==> config.mk <==
export PLATFORM = sky130hd
export DESIGN_NAME = lfsr_monitor
export DESIGN_NICKNAME = d
export VERILOG_FILES = /design/src/rtl/lfsr_monitor.sv
export SDC_FILE = /design/constraint.sdc
export NUM_CORES = 1
export LEC_CHECK = 0
export BUFFER_PORTS_ARGS = -buffer_cell sky130_fd_sc_hd__buf_2
export CORE_MARGIN = 2
export CORE_UTILIZATION = 35
export DETAILED_ROUTE_END_ITERATION = 8
export HOLD_SLACK_MARGIN = 0.12
export SYNTH_ARGS = -nofsm -noshare
export SYNTH_HDL_FRONTEND = slang
export SYNTH_SLANG_ARGS = --single-unit
==> constraint.sdc <==
create_clock -name clk -period 1.8 [get_ports clk]
set_input_delay 0 -clock clk [delete_from_list [all_inputs] [get_ports clk]]
set_output_delay 0 -clock clk [all_outputs]
set_load 0.03 [all_outputs]
==> src/rtl/lfsr_monitor.sv <==
// Health checker for a maximal-length LFSR: measures cycles between max_tick pulses,
// flags timeouts, and (with LFSR_MONITOR_STUCK_EN defined) flags a stuck LFSR value.
module lfsr_monitor #(
  parameter int WIDTH           = 12,
  parameter int EXPECTED_PERIOD = 4095,
  parameter int LOCKUP_LIMIT    = 16
) (
  input  logic             clk,
  input  logic             reset,
  input  logic [WIDTH-1:0] lfsr_in,
  input  logic             max_tick_in,
  output logic [WIDTH:0]   period_out,
  output logic             period_valid,
  output logic             period_ok,
  output logic [7:0]       good_count,
  output logic [7:0]       bad_count,
  output logic             measuring,
  output logic             fault,
  output logic [1:0]       fault_code
);

  localparam logic [WIDTH:0] CNT_MAX    = {(WIDTH+1){1'b1}};
  localparam logic [WIDTH:0] EXP_PERIOD = (WIDTH+1)'(EXPECTED_PERIOD);

  if (LOCKUP_LIMIT < 2) begin : g_limit_chk
    $error("LOCKUP_LIMIT must be at least 2");
  end

  typedef enum logic [1:0] {
    S_IDLE    = 2'd0,
    S_MEASURE = 2'd1,
    S_FAULT   = 2'd2
  } state_t;

  state_t         state_q;
  logic [WIDTH:0] cnt_q;
  logic [WIDTH:0] cnt_d;
  logic [WIDTH:0] period_q;
  logic           period_valid_q;
  logic           period_ok_q;
  logic [7:0]     good_q;
  logic [7:0]     bad_q;
  logic           measuring_q;
  logic           fault_q;
  logic [1:0]     fault_code_q;
  logic           stuck;

  assign cnt_d = cnt_q + (WIDTH+1)'(1);

`ifdef LFSR_MONITOR_STUCK_EN
  localparam int RW = $clog2(LOCKUP_LIMIT);

  logic [WIDTH-1:0] prev_q;
  logic             prev_vld_q;
  logic [RW-1:0]    run_q;
  logic             same;

  // run_q counts repeats, so LOCKUP_LIMIT identical samples means LOCKUP_LIMIT-1 repeats
  assign same  = prev_vld_q && (lfsr_in == prev_q);
  assign stuck = same && (run_q == RW'(LOCKUP_LIMIT - 2));

  always_ff @(posedge clk) begin
    if (reset) begin
      prev_q     <= '0;
      prev_vld_q <= 1'b0;
      run_q      <= '0;
    end else if (state_q != S_FAULT) begin
      prev_q     <= lfsr_in;
      prev_vld_q <= 1'b1;
      run_q      <= same ? run_q + RW'(1) : '0;
    end
  end
`else
  logic lfsr_in_unused;
  assign lfsr_in_unused = ^lfsr_in;
  assign stuck          = 1'b0;
`endif

  always_ff @(posedge clk) begin
    if (reset) begin
      state_q        <= S_IDLE;
      cnt_q          <= '0;
      period_q       <= '0;
      period_valid_q <= 1'b0;
      period_ok_q    <= 1'b0;
      good_q         <= '0;
      bad_q          <= '0;
      measuring_q    <= 1'b0;
      fault_q        <= 1'b0;
      fault_code_q   <= 2'b00;
    end else begin
      period_valid_q <= 1'b0;
      case (state_q)
        S_IDLE: begin
          if (stuck) begin
            state_q      <= S_FAULT;
            fault_q      <= 1'b1;
            fault_code_q <= 2'b10;
          end else if (max_tick_in) begin
            state_q     <= S_MEASURE;
            cnt_q       <= (WIDTH+1)'(1);
            measuring_q <= 1'b1;
          end
        end
        S_MEASURE: begin
          // stuck beats both a tick and a timeout; a tick beats the timeout
          if (stuck) begin
            state_q      <= S_FAULT;
            measuring_q  <= 1'b0;
            fault_q      <= 1'b1;
            fault_code_q <= 2'b10;
          end else if (max_tick_in) begin
            period_q       <= cnt_q;
            period_valid_q <= 1'b1;
            period_ok_q    <= (cnt_q == EXP_PERIOD);
            if (cnt_q == EXP_PERIOD) begin
              if (good_q != 8'hFF) good_q <= good_q + 8'd1;
            end else begin
              if (bad_q != 8'hFF) bad_q <= bad_q + 8'd1;
            end
            cnt_q <= (WIDTH+1)'(1);
          end else if (cnt_q == CNT_MAX) begin
            state_q      <= S_FAULT;
            measuring_q  <= 1'b0;
            fault_q      <= 1'b1;
            fault_code_q <= 2'b01;
          end else begin
            cnt_q <= cnt_d;
          end
        end
        default: begin
          // FAULT holds everything until reset
          state_q <= S_FAULT;
        end
      endcase
    end
  end

  assign period_out   = period_q;
  assign period_valid = period_valid_q;
  assign period_ok    = period_ok_q;
  assign good_count   = good_q;
  assign bad_count    = bad_q;
  assign measuring    = measuring_q;
  assign fault        = fault_q;
  assign fault_code   = fault_code_q;

endmodule

# --- Word-level counts from Yosys, hierarchy flattened ---
# Index checks and enable logic that the tools add are counted.
totals:
  reg_bits: 48
  latchBits: 0
  ramBits: 0
  rom_bits: 0
  in_bits: 15
  output_inout_bits: 35
  mem_count: 0
classes:
  add_sub_neg: 3
  mul: 0
  div_mod_pow: 0
  magnitude_cmp: 0
  n_eq_ne: 9
  shift: 0
  mux: 13
  bitwise: 3
  n_reduce_logical: 10
ops:
  columns: ["op", "count"]
  rows:
  - ["$mux W13", 3]
  - ["$pmux W13 S2", 1]
  - ["$add A8 B1 Y8 const B", 2]
  - ["$ne A8 B8 Y1 const B", 2]
  - ["$add A13 B1 Y13 const B", 1]
  - ["$eq A13 B12 Y1 const B", 1]
  - ["$eq A13 B13 Y1 const B", 1]
  - ["$reduce_and A4 Y1", 3]
  - ["$reduce_and A3 Y1", 3]
  - ["$mux W2", 3]
  - ["$ne A2 B2 Y1 const B", 3]
  - ["$mux W1", 4]
  - ["$pmux W2 S2", 1]
  - ["$ne A3 B3 Y1 const B", 1]
  - ["$not A1 Y1", 3]
  - ["$eq A2 B1 Y1 const B", 1]
  - ["$logic_not A2 Y1", 1]
  - ["$pmux W1 S2", 1]
  - ["$reduce_and A2 Y1", 1]
  - ["$reduce_bool A2 Y1", 1]
  - ["$reduce_or A2 Y1", 1]

# --- Longest topological paths before layout ---
# Gate-level depths: netlist of run 1.
logic_depth:
  depth_word: 4
  mapped_depth: 7
  ltp_nobuf: 5

# --- Least setup slack after synthesis of run 1 ---
# OpenSTA, ideal clock, no wires.
synth_timing:
  path_kind: "reg-to-reg"
  start: "register cnt_q[0]"
  end: "register cnt_q[11]"
  setup_time_ns: 0.070
  arrival_ns: 1.766
  slack_ns: -0.036
  path_stages_with_launch: 7
  path_buffers: 1
  synth_period_minus_slack_ns: 1.836
  cell_sequence: "dfxtp_1 > ha_1 > and4_1 > buf_6 > a41o_4 > or4_1 > a21boi_1"
synth_between:
  elab_chain_len: 4
  elab_cells_between_ends: 7
synth_lines:
  columns: ["item", "line", "text"]
  rows:
  - ["start, declared", "36", "logic [WIDTH:0] cnt_q;"]
  - ["start signal, assigned", "101", "cnt_q <= (WIDTH+1)'(1);"]
  - ["start signal, assigned", "121", "cnt_q <= (WIDTH+1)'(1);"]
  - ["start signal, assigned", "128", "cnt_q <= cnt_d;"]
  - ["$add A13 B1 Y13", "48", "assign cnt_d = cnt_q + (WIDTH+1)'(1);"]
  - ["$mux W13", "122", "end else if (cnt_q == CNT_MAX) begin"]
  - ["$mux W13", "112", "end else if (max_tick_in) begin"]
  - ["$pmux W13 S2", "93", "case (state_q)"]
# Several ways; a longest one is shown, not always the timed one. The select of a mux whose other input is x is not followed.
# A chain may end at the register's enable or synchronous reset.

# --- Worst setup path in the final report of run 1 ---
# Ends and elaborated chain as after synthesis.

==> results.json, run 1 <==
{
  "dieArea_um2": 7295,
  "period_share": 0.9663,
  "synth-seq-cells": 48,
  "std_cell_rows": 29,
  "grt_pass1_vias": 2080,
  "io-pin-count": 50,
  "synth_top_area_share": 0.4142,
  "yosysSeqAreaShare": 0.4142,
  "diodes": 0,
  "cts_inserted_buffers": 5,
  "die_h_um": 85.41,
  "power_switching_share": 0.2260,
  "grt_max_degree": 22,
  "final_area_um2": 2900,
  "placed_area_um2": 2726,
  "syn_nets": 286,
  "clock.fmax_mhz": 574.9,
  "num-fill-cells": 648,
  "multiInputGateArea_um2": 1261,
  "tritoncts": "yes",
  "clock_sinks": 48,
  "finalMaxSlewViolations": 0,
  "firstDrtPassIters": 4,
  "initial_core_util": 0.3632,
  "cp.required_ns": 2.03,
  "netSwitchingPower_uw": 471.4,
  "drive_above_1_share": 0.2883,
  "crit_type": "flip-flop to flip-flop",
  "synth_cell_types": 55,
  "yosysTopAreaCell": "dfxtp_1",
  "finClkSkew_ns": 0.005740,
  "worst-path-max-fanout": 6,
  "drc": 0,
  "place_hpwl_um": 4061,
  "p_per_area_nw_per_um2": 719.3,
  "worstHoldPathType": "input pin to flip-flop",
  "wl_um": 5725,
  "wl_per_cell_um": 14.21,
  "synth_area_um2": 2320,
  "seqCellArea_um2": 963.4,
  "synth_area_leaders": "dfxtp_1 (41%), nand2_1 (6.6%), a21oi_1 (6.3%), o31ai_1 (2.3%), or4_1 (2.3%)",
  "syn_avg_cell_area_um2": 8.656,
  "fin_crit_ns": 1.739,
  "synthFlopType": "dfxtp_1",
  "async_flop_share": 0,
  "end_kind": "flip-flop",
  "io_buffers": 36,
  "place_congestion": 0.7951,
  "numPlacedInstances": 394,
  "antenna_found_initial": 0,
  "ys_top_cells_by_count": "dfxtp_1 (48), nand2_1 (41), a21oi_1 (29), nor2_1 (12), nand3_1 (10)",
  "grt_overflow_total": 0,
  "ir_drop_uv": 403.0,
  "synth_edf_count": 0,
  "crit_path_start_kind": "flip-flop",
  "finalNonFillerCells": 403,
  "drtIter0Drc": 67,
  "netlist_instances": 268,
  "cts-htree-levels": 2,
  "synth.most_common_cell": "dfxtp_1",
  "drt-vias-per-instance": 5.486,
  "status": "finished clean",
  "via_count": 2211,
  "critPathArrivalTime_ns": 1.97,
  "antenna_left": 0,
  "die_x_um": 85.41,
  "hold_viol_final": 0,
  "synthToLayoutAreaGrowth_pct": 25.03,
  "power_mw": 2.086,
  "clk_latency_ns": 0.30,
  "grt_pass1_wl_um": 9784,
  "grtUsageTotal": 0.1636,
  "layout.nets": 343,
  "p_int_mw": 1.615,
  "combPwrFrac": 0.069,
  "clock_power_share": 0.412,
  "path_clk_slew_ns": 0.09,
  "setup_viol": 0,
  "clockRootBuffer": "clkbuf_8",
  "yosys_warnings": 0,
  "cap_violations": 0,
  "leakagePower_nw": 1.105,
  "core_area_um2": 6386,
  "cts_buffer_depth": 2,
  "fin_util": 0.4542,
  "rsz0062_at_grt": "false",
  "p_seq_frac": 0.519
}
through the flow:
stage                     hold WS [ns]  setup slack (ns)  setup TNS, ns
after floorplan                 0.2437           0.01892              0
after global placement          0.2883         0.0008343              0
after detailed placement        0.2928          -0.02776       -0.07915
after CTS                       0.1948         -0.007273      -0.007273
after global routing            0.2397          0.007845              0
final                           0.2078           0.06062              0
cell type report:
class                           count  share of cell area
Sequential cell                    48              0.3322
Inverter                            3            0.003883
Clock buffer                        7             0.03322
Timing Repair Buffer               70              0.1523
Tap cell                           77             0.03322
Clock inverter                      1             0.01035
Multi-Input combinational cell    197              0.4349
routing by layer:
metal / global-route usage / share of wire
met1: 0.2110 / 0.49
met2: 0.2649 / 0.46
met3: 0.03502 / 0.034
met4: 0.06782 / 0.016
met5: 0 / 0
kinds of logic (layout without fill, tap and decap cells):
kind of cell | after synthesis | in the layout | synth area share
buf+inv | 23 | 81 | 0.05717
flops | 48 | 48 | 0.4142
mux | 1 | 1 | 0.004854
other cells | 1 | 1 | 0.001617
fa+ha+maj | 3 | 3 | 0.01618
compound gates | 78 | 78 | 0.2292
simple gates | 114 | 114 | 0.2767
critical path, cell delays in order (launching register included):
cell and delay (ns):
dfxtp_2 0.34, ha_4 0.17, and4_4 0.21, buf_6 0.13, a41o_4 0.20, or4_1 0.49, a21boi_1 0.12
cells in the final DEF, fill, tap and decap left out, types with 4 or more instances in the layout:
cell / synthesis / final
a21oi_1: 29 / 29
a311oi_1: 4 / 4
a31oi_1: 4 / 4
and4_1: 5 / 4
buf_2: 3 / 36
buf_4: 3 / 32
clkbuf_8: 0 / 7
dfxtp_1: 48 / 46
nand2_1: 41 / 41
nand3_1: 10 / 10
nand4_1: 6 / 6
nor2_1: 12 / 12
nor3_1: 7 / 7
o21ai_0: 8 / 8
o31ai_1: 7 / 7
or4_1: 7 / 7
final timing paths:
| path | start | to | slack (ns) | cells after the start |
|---|---|---|---|---|
| min reg2reg | period_ok | period_ok | 0.45 | 2 |
| max reg2reg | cnt_q[0] | cnt_q[11] | 0.06 | 6 |
| max | cnt_q[0] | cnt_q[11] | 0.06 | 6 |
| min | max_tick_in | measuring | 0.21 | 4 |
power groups by stage:
stage / logic, mW / clock network (mW) / registers, mW
after global routing: 0.157 / 0.912 / 1.08
final: 0.143 / 0.860 / 1.08
after detailed placement: 0.140 / 0 / 1.11
after floorplan: 0.0736 / 0 / 1.12
after CTS: 0.142 / 0.884 / 1.08
after global placement: 0.139 / 0 / 1.11
state kept, by name, summed over array words and instances, names as in the netlist, 2 cells and up:
signal      count
state_q         2
cnt_q          13
bad_count       8
good_count      8
period_out     13
repair_timing:
action	CTS	global route
pin swaps	0	1
setup endpoints to repair	6	13
buffers inserted	0	0
hold endpoints to repair	3	0
hold buffers	1	0
gates resized for setup	2	5
No activity file was read; power rests on OpenSTA's default activity.
==> run 2: changes to the inputs <==
--- a/config.mk
+++ b/config.mk
@@ -6,10 +6,15 @@
 export NUM_CORES = 1
 export LEC_CHECK = 0
 export BUFFER_PORTS_ARGS = -buffer_cell sky130_fd_sc_hd__buf_2
+export CELL_PAD_IN_SITES_DETAIL_PLACEMENT = 0
+export CELL_PAD_IN_SITES_GLOBAL_PLACEMENT = 1
+export CORE_ASPECT_RATIO = 0.8
 export CORE_MARGIN = 2
 export CORE_UTILIZATION = 35
+export CTS_BUF_LIST = sky130_fd_sc_hd__clkbuf_4
 export DETAILED_ROUTE_END_ITERATION = 8
 export HOLD_SLACK_MARGIN = 0.12
+export PLACE_DENSITY_LB_ADDON = 0.1
 export SYNTH_ARGS = -nofsm -noshare
 export SYNTH_HDL_FRONTEND = slang
 export SYNTH_SLANG_ARGS = --single-unit
==> run 2 against run 1 <==
Against the previous run:
- utilization rose by 0.52 points
- sequential power barely moved
- first-iteration DRC count rose by 69%
- combinational power rose by 5%
- critical path type unchanged
- highest routed layer unchanged
==> results.json, run 2 (synthesis gave the netlist of run 1 again) <==
{
  "rsz0062_at_grt": "false",
  "place_ws_ns": -0.02781,
  "r2r_start": "cnt_q[1]",
  "grt_pass1_vias": 1992,
  "layout_commonest_cell": "dfxtp_1",
  "synthToLayoutAreaGrowth_pct": 26.91,
  "antenna_found_initial": 0,
  "cts-htree-levels": 2,
  "antenna_left": 0,
  "die_h_um": 76.82,
  "cts_inserted_buffers": 5,
  "grt_pass1_wl_um": 9936,
  "wl_per_cell_um": 14.58,
  "worst_pin_slew_ns": 0.4974,
  "dieArea_um2": 7299,
  "holdPathStages": 2,
  "tritoncts": "yes",
  "cap_violations": 0,
  "critPathArrivalTime_ns": 2.06,
  "ir_drop_uv": 327.6,
  "critical-path-max-stage-delay_ns": 0.50,
  "place_congestion": 0.8071,
  "clock.fmax_mhz": 570.5,
  "status": "finished clean",
  "crit_type": "flip-flop to flip-flop",
  "setup_viol": 0,
  "leakagePower_nw": 1.138,
  "fin_crit_ns": 1.753,
  "cts_buffer_depth": 2,
  "firstDrtPassIters": 4,
  "path_clk_slew_ns": 0.14,
  "r2r_setup_slack_ns": 0.05,
  "drt-vias-per-instance": 5.317,
  "tns_ns": 0,
  "finClkSkew_ns": 0.01095,
  "crit_family": "simple AND/OR/NAND/NOR gates",
  "slowest_stage": "or4_1",
  "grt_overflow_total": 0,
  "die_x_um": 95.02,
  "worstHoldPathType": "flip-flop to flip-flop",
  "period_share": 0.9738,
  "hold_end": "period_out[11]",
  "numPlacedInstances": 409,
  "finalNonFillerCells": 419,
  "clock_sinks": 48,
  "end_kind": "flip-flop",
  "io-pin-count": 50,
  "grtUsageTotal": 0.1709,
  "path_cells": "ha_4 -> and4_4 -> buf_6 -> a41o_4 -> or4_1 -> a21boi_1",
  "clockRootBuffer": "clkbuf_4",
  "std_cell_rows": 26,
  "fin_util": 0.4594,
  "clk_latency_ns": 0.37,
  "wl_um": 6107,
  "postCtsSetupBuffers": 0,
  "drc": 0,
  "cp.required_ns": 2.11,
  "grt_max_degree": 23,
  "min_from": "period_out[11]",
  "hold_slack_ns": 0.4619,
  "drive_above_1_share": 0.3134,
  "worst-path-max-fanout": 6,
  "via_count": 2228,
  "core_area_um2": 6409,
  "final_cell_mix": "dfxtp_1 (44), nand2_1 (41), buf_4 (40), buf_2 (36), a21oi_1 (29)",
  "setup_ws_ns": 0.04716,
  "crit_buf_inv": 1,
  "initial_core_util": 0.3620,
  "io_buffers": 36,
  "hold_viol_final": 0,
  "layout.nets": 352,
  "drtIter0Drc": 113,
  "r2r-end": "cnt_q[11]",
  "diodes": 0,
  "relSlewSlack": 0.6677,
  "crit_path_start_kind": "flip-flop",
  "p_per_area_nw_per_um2": 648.1,
  "place_hpwl_um": 4411,
  "finalMaxSlewViolations": 0,
  "rr_worst_depth": 6
}
-- run 2: area by class of cell --
class	instances	area [um^2]
clock buffer	6	45.04
clock inverter	2	35.03
fill	662	3465
inverter	3	11.26
multi-input combinational	197	1270
sequential	48	965.9
tap	84	105.1
timing repair buffer	79	511.7
-- run 2: worst max-delay path by stage --
stage | to | start | slack (ns) | cells past startpoint
6_report | cnt_q[11] | cnt_q[1] | 0.05 | 6
3_5_place_dp | good_count[5] | cnt_q[1] | -0.03 | 5
4_1_cts | cnt_q[11] | cnt_q[1] | -0.006 | 6
5_1_grt | cnt_q[11] | cnt_q[1] | 0.009 | 6
3_3_place_gp | good_count[4] | cnt_q[1] | 0.01 | 5
2_1_floorplan | bad_count[6] | cnt_q[1] | 0.02 | 5
-- run 2: repair_timing --
action | 4_1_cts | 5_1_grt
hold endpoints to repair | 15 | 0
pin swaps | 0 | 1
gates resized for setup | 3 | 7
endpoints found under the setup margin | 5 | 9
hold buffers | 2 | 0
-- run 2: metrics by stage --
stage                     power, mW  cell area [um^2]
after floorplan               1.195              2325
after global placement        1.251              2795
after detailed placement      1.251              2795
after CTS                     1.934              2908
after global routing          2.006              2944
final                         1.908              2944
-- run 2: layer usage --
layer  track usage  routed length, um
met1        0.2412               3111
met2        0.2688               2743
met3       0.03340                220
met4       0.03913                 31
met5             0                  0
-- run 2: power breakdown --
group | switching [mW] | internal, mW
registers | 0.00936 | 1.08
logic | 0.0946 | 0.0556
clock network | 0.367 | 0.307
-- run 2: worst register-to-register path, delay by kind of cell (launching register included) --
| family | cells | cell delay, ns |
|---|---|---|
| adder cells (fa/ha/maj) | 1 | 0.17 |
| flip-flops | 1 | 0.36 |
| buffers and inverters | 1 | 0.13 |
| AND/OR/NAND/NOR | 2 | 0.71 |
| AO/OA/AOI/OAI | 2 | 0.33 |
==> run 3: changes to the inputs <==
--- a/config.mk
+++ b/config.mk
@@ -5,7 +5,7 @@
 export SDC_FILE = /design/constraint.sdc
 export NUM_CORES = 1
 export LEC_CHECK = 0
-export BUFFER_PORTS_ARGS = -buffer_cell sky130_fd_sc_hd__buf_2
+export BUFFER_PORTS_ARGS = -buffer_cell sky130_fd_sc_hd__buf_4
 export CELL_PAD_IN_SITES_DETAIL_PLACEMENT = 0
 export CELL_PAD_IN_SITES_GLOBAL_PLACEMENT = 1
 export CORE_ASPECT_RATIO = 0.8
==> run 3 against run 2 <==
Against the previous run:
- final area grew 2.4%
- via count grew 0.31%
- final cell count is the same
- flip-flop and latch count is the same
- clock power shrank 5.9%
- fmax grew 0.49%
- count of clock-buffer cells in the layout shrank 1
- sequential power is essentially flat
- non-clock buffer count is the same
- register-to-register slack is essentially flat
==> results.json, run 3 (synthesis gave the netlist of run 1 again) <==
{
  "grt_pass1_vias": 2033,
  "end_kind": "flip-flop",
  "worstHoldPathType": "flip-flop to flip-flop",
  "met2_usage": 0.2589,
  "std_cell_rows": 26,
  "drc": 0,
  "finalNonFillerCells": 419,
  "numPlacedInstances": 409,
  "clock_power_share": 0.339,
  "fin_crit_ns": 1.744,
  "crit_type": "flip-flop to flip-flop",
  "hold_viol_final": 0,
  "io_buffers": 36,
  "r2r_setup_slack_ns": 0.06,
  "p_seq_frac": 0.579,
  "clock_sinks": 48,
  "worst-path-max-fanout": 6,
  "tns_ns": 0,
  "cts_buffer_depth": 2,
  "postCtsSetupBuffers": 0,
  "power_switching_share": 0.2432,
  "wl_per_cell_um": 14.68,
  "wl_um": 6150,
  "combPwrFrac": 0.082,
  "io-pin-count": 50,
  "rsz0062_at_grt": "false",
  "clockRootBuffer": "clkbuf_4",
  "netSwitchingPower_uw": 454.9,
  "met1_usage": 0.2546,
  "die_h_um": 76.82,
  "cts_inserted_buffers": 5,
  "die_x_um": 95.02,
  "layout.nets": 352,
  "crit_buf_inv": 1,
  "fin_util": 0.4703,
  "place_hpwl_um": 4398,
  "grtUsageTotal": 0.1729,
  "slowest_stage": "or4_4",
  "p_per_area_nw_per_um2": 620.7,
  "tritoncts": "yes",
  "antenna_found_initial": 0,
  "place_congestion": 0.8087,
  "finalMaxSlewViolations": 0,
  "clock.fmax_mhz": 573.3,
  "clk_latency_ns": 0.36,
  "drtIter0Drc": 117,
  "status": "finished clean",
  "final_cell_mix": "buf_4 (76), dfxtp_1 (46), nand2_1 (41), a21oi_1 (28), nor2_1 (12)",
  "critPathArrivalTime_ns": 2.05,
  "leakagePower_nw": 1.125,
  "critical-path-max-stage-delay_ns": 0.50,
  "setup_viol": 0,
  "finClkSkew_ns": 0.007604,
  "p_int_mw": 1.416,
  "use_met3": 0.02947,
  "period_share": 0.9690,
  "crit_path_start_kind": "flip-flop",
  "grt.busiest_layer": "met2",
  "placed_area_um2": 2885,
  "cp.required_ns": 2.11,
  "cap_violations": 0,
  "path_cells": "ha_4 -> and4_4 -> buf_6 -> a41o_4 -> or4_4 -> a21boi_1",
  "cts-htree-levels": 2,
  "path_clk_slew_ns": 0.14,
  "antenna_left": 0,
  "synthToLayoutAreaGrowth_pct": 29.94,
  "layout_commonest_cell": "buf_4",
  "drive_above_1_share": 0.3075,
  "initial_core_util": 0.3620,
  "diodes": 0,
  "grt_pass1_wl_um": 10050,
  "grt_overflow_total": 0,
  "power_mw": 1.871,
  "final_area_um2": 3014,
  "core_area_um2": 6409,
  "ir_drop_uv": 377.3,
  "crit_family": "simple AND/OR/NAND/NOR gates",
  "grt_max_degree": 32,
  "firstDrtPassIters": 4,
  "via_count": 2235,
  "drt-vias-per-instance": 5.334,
  "num-fill-cells": 640,
  "dieArea_um2": 7299
}
[run 3: cell count changes in the layout (fill, tap and decap cells not counted), moves of 2 or more]
cell	change
dfxtp_2	-2
buf_4	+36
dfxtp_1	+2
buf_2	-36
clkinv_1	+2
[run 3: path summary, 6_finish.rpt]
check	endpoint	depth (start not counted)	from
max	cnt_q[11]	6	cnt_q[1]
min	period_out[10]	2	period_out[10]
max reg2reg	cnt_q[11]	6	cnt_q[1]
min reg2reg	period_out[10]	2	period_out[10]
[run 3: through the flow]
stage / hold WS [ns] / setup slack, ns
final: 0.4644 / 0.05579
after global routing: 0.4860 / 0.002513
after CTS: 0.4675 / -0.004381
after detailed placement: 0.4144 / -0.02357
after global placement: 0.3948 / 0.01367
after floorplan: 0.2437 / 0.01892
[run 3: per-layer routing]
metal	wire, um	vias up
li1	-	1134
met4	55	0
met5	0	-
met1	3241	1058
met3	198	7
met2	2654	36
[run 3: timing repair]
item                                   CTS  global route
hold buffers                             2             0
pin swaps                                0             1
endpoints found under the hold margin   25             0
setup endpoints to repair                6            10
resized for setup                        2             6
[run 3: final cells by class]
| cell class | instances | area, um^2 | share of cell area |
|---|---|---|---|
| multi-input cells | 197 | 1257 | 0.4172 |
| flip-flops and latches | 48 | 963.4 | 0.3196 |
| repair buffers | 79 | 601.8 | 0.1997 |
| well taps | 84 | 105.1 | 0.03487 |
| clock buffers | 5 | 37.54 | 0.01245 |
| clock inverters | 3 | 37.54 | 0.01245 |
| inverters | 3 | 11.26 | 0.003736 |
[run 3: worst register-to-register path: cells and delay by family, from the launching register on]
kind | cells | cell delay (ns)
buffers and inverters | 1 | 0.13
AOI/OAI and AO/OA | 2 | 0.32
adders and majority gates | 1 | 0.16
DFF | 1 | 0.36
and+or+nand+nor | 2 | 0.71
[run 3: power by group through the flow]
stage,Combinational [mW],Sequential (mW),Clock [mW]
floorplan,0.0736,1.12,0
global placement,0.147,1.11,0
detailed placement,0.147,1.11,0
CTS,0.152,1.08,0.664
global route,0.167,1.09,0.703
finish,0.152,1.08,0.634
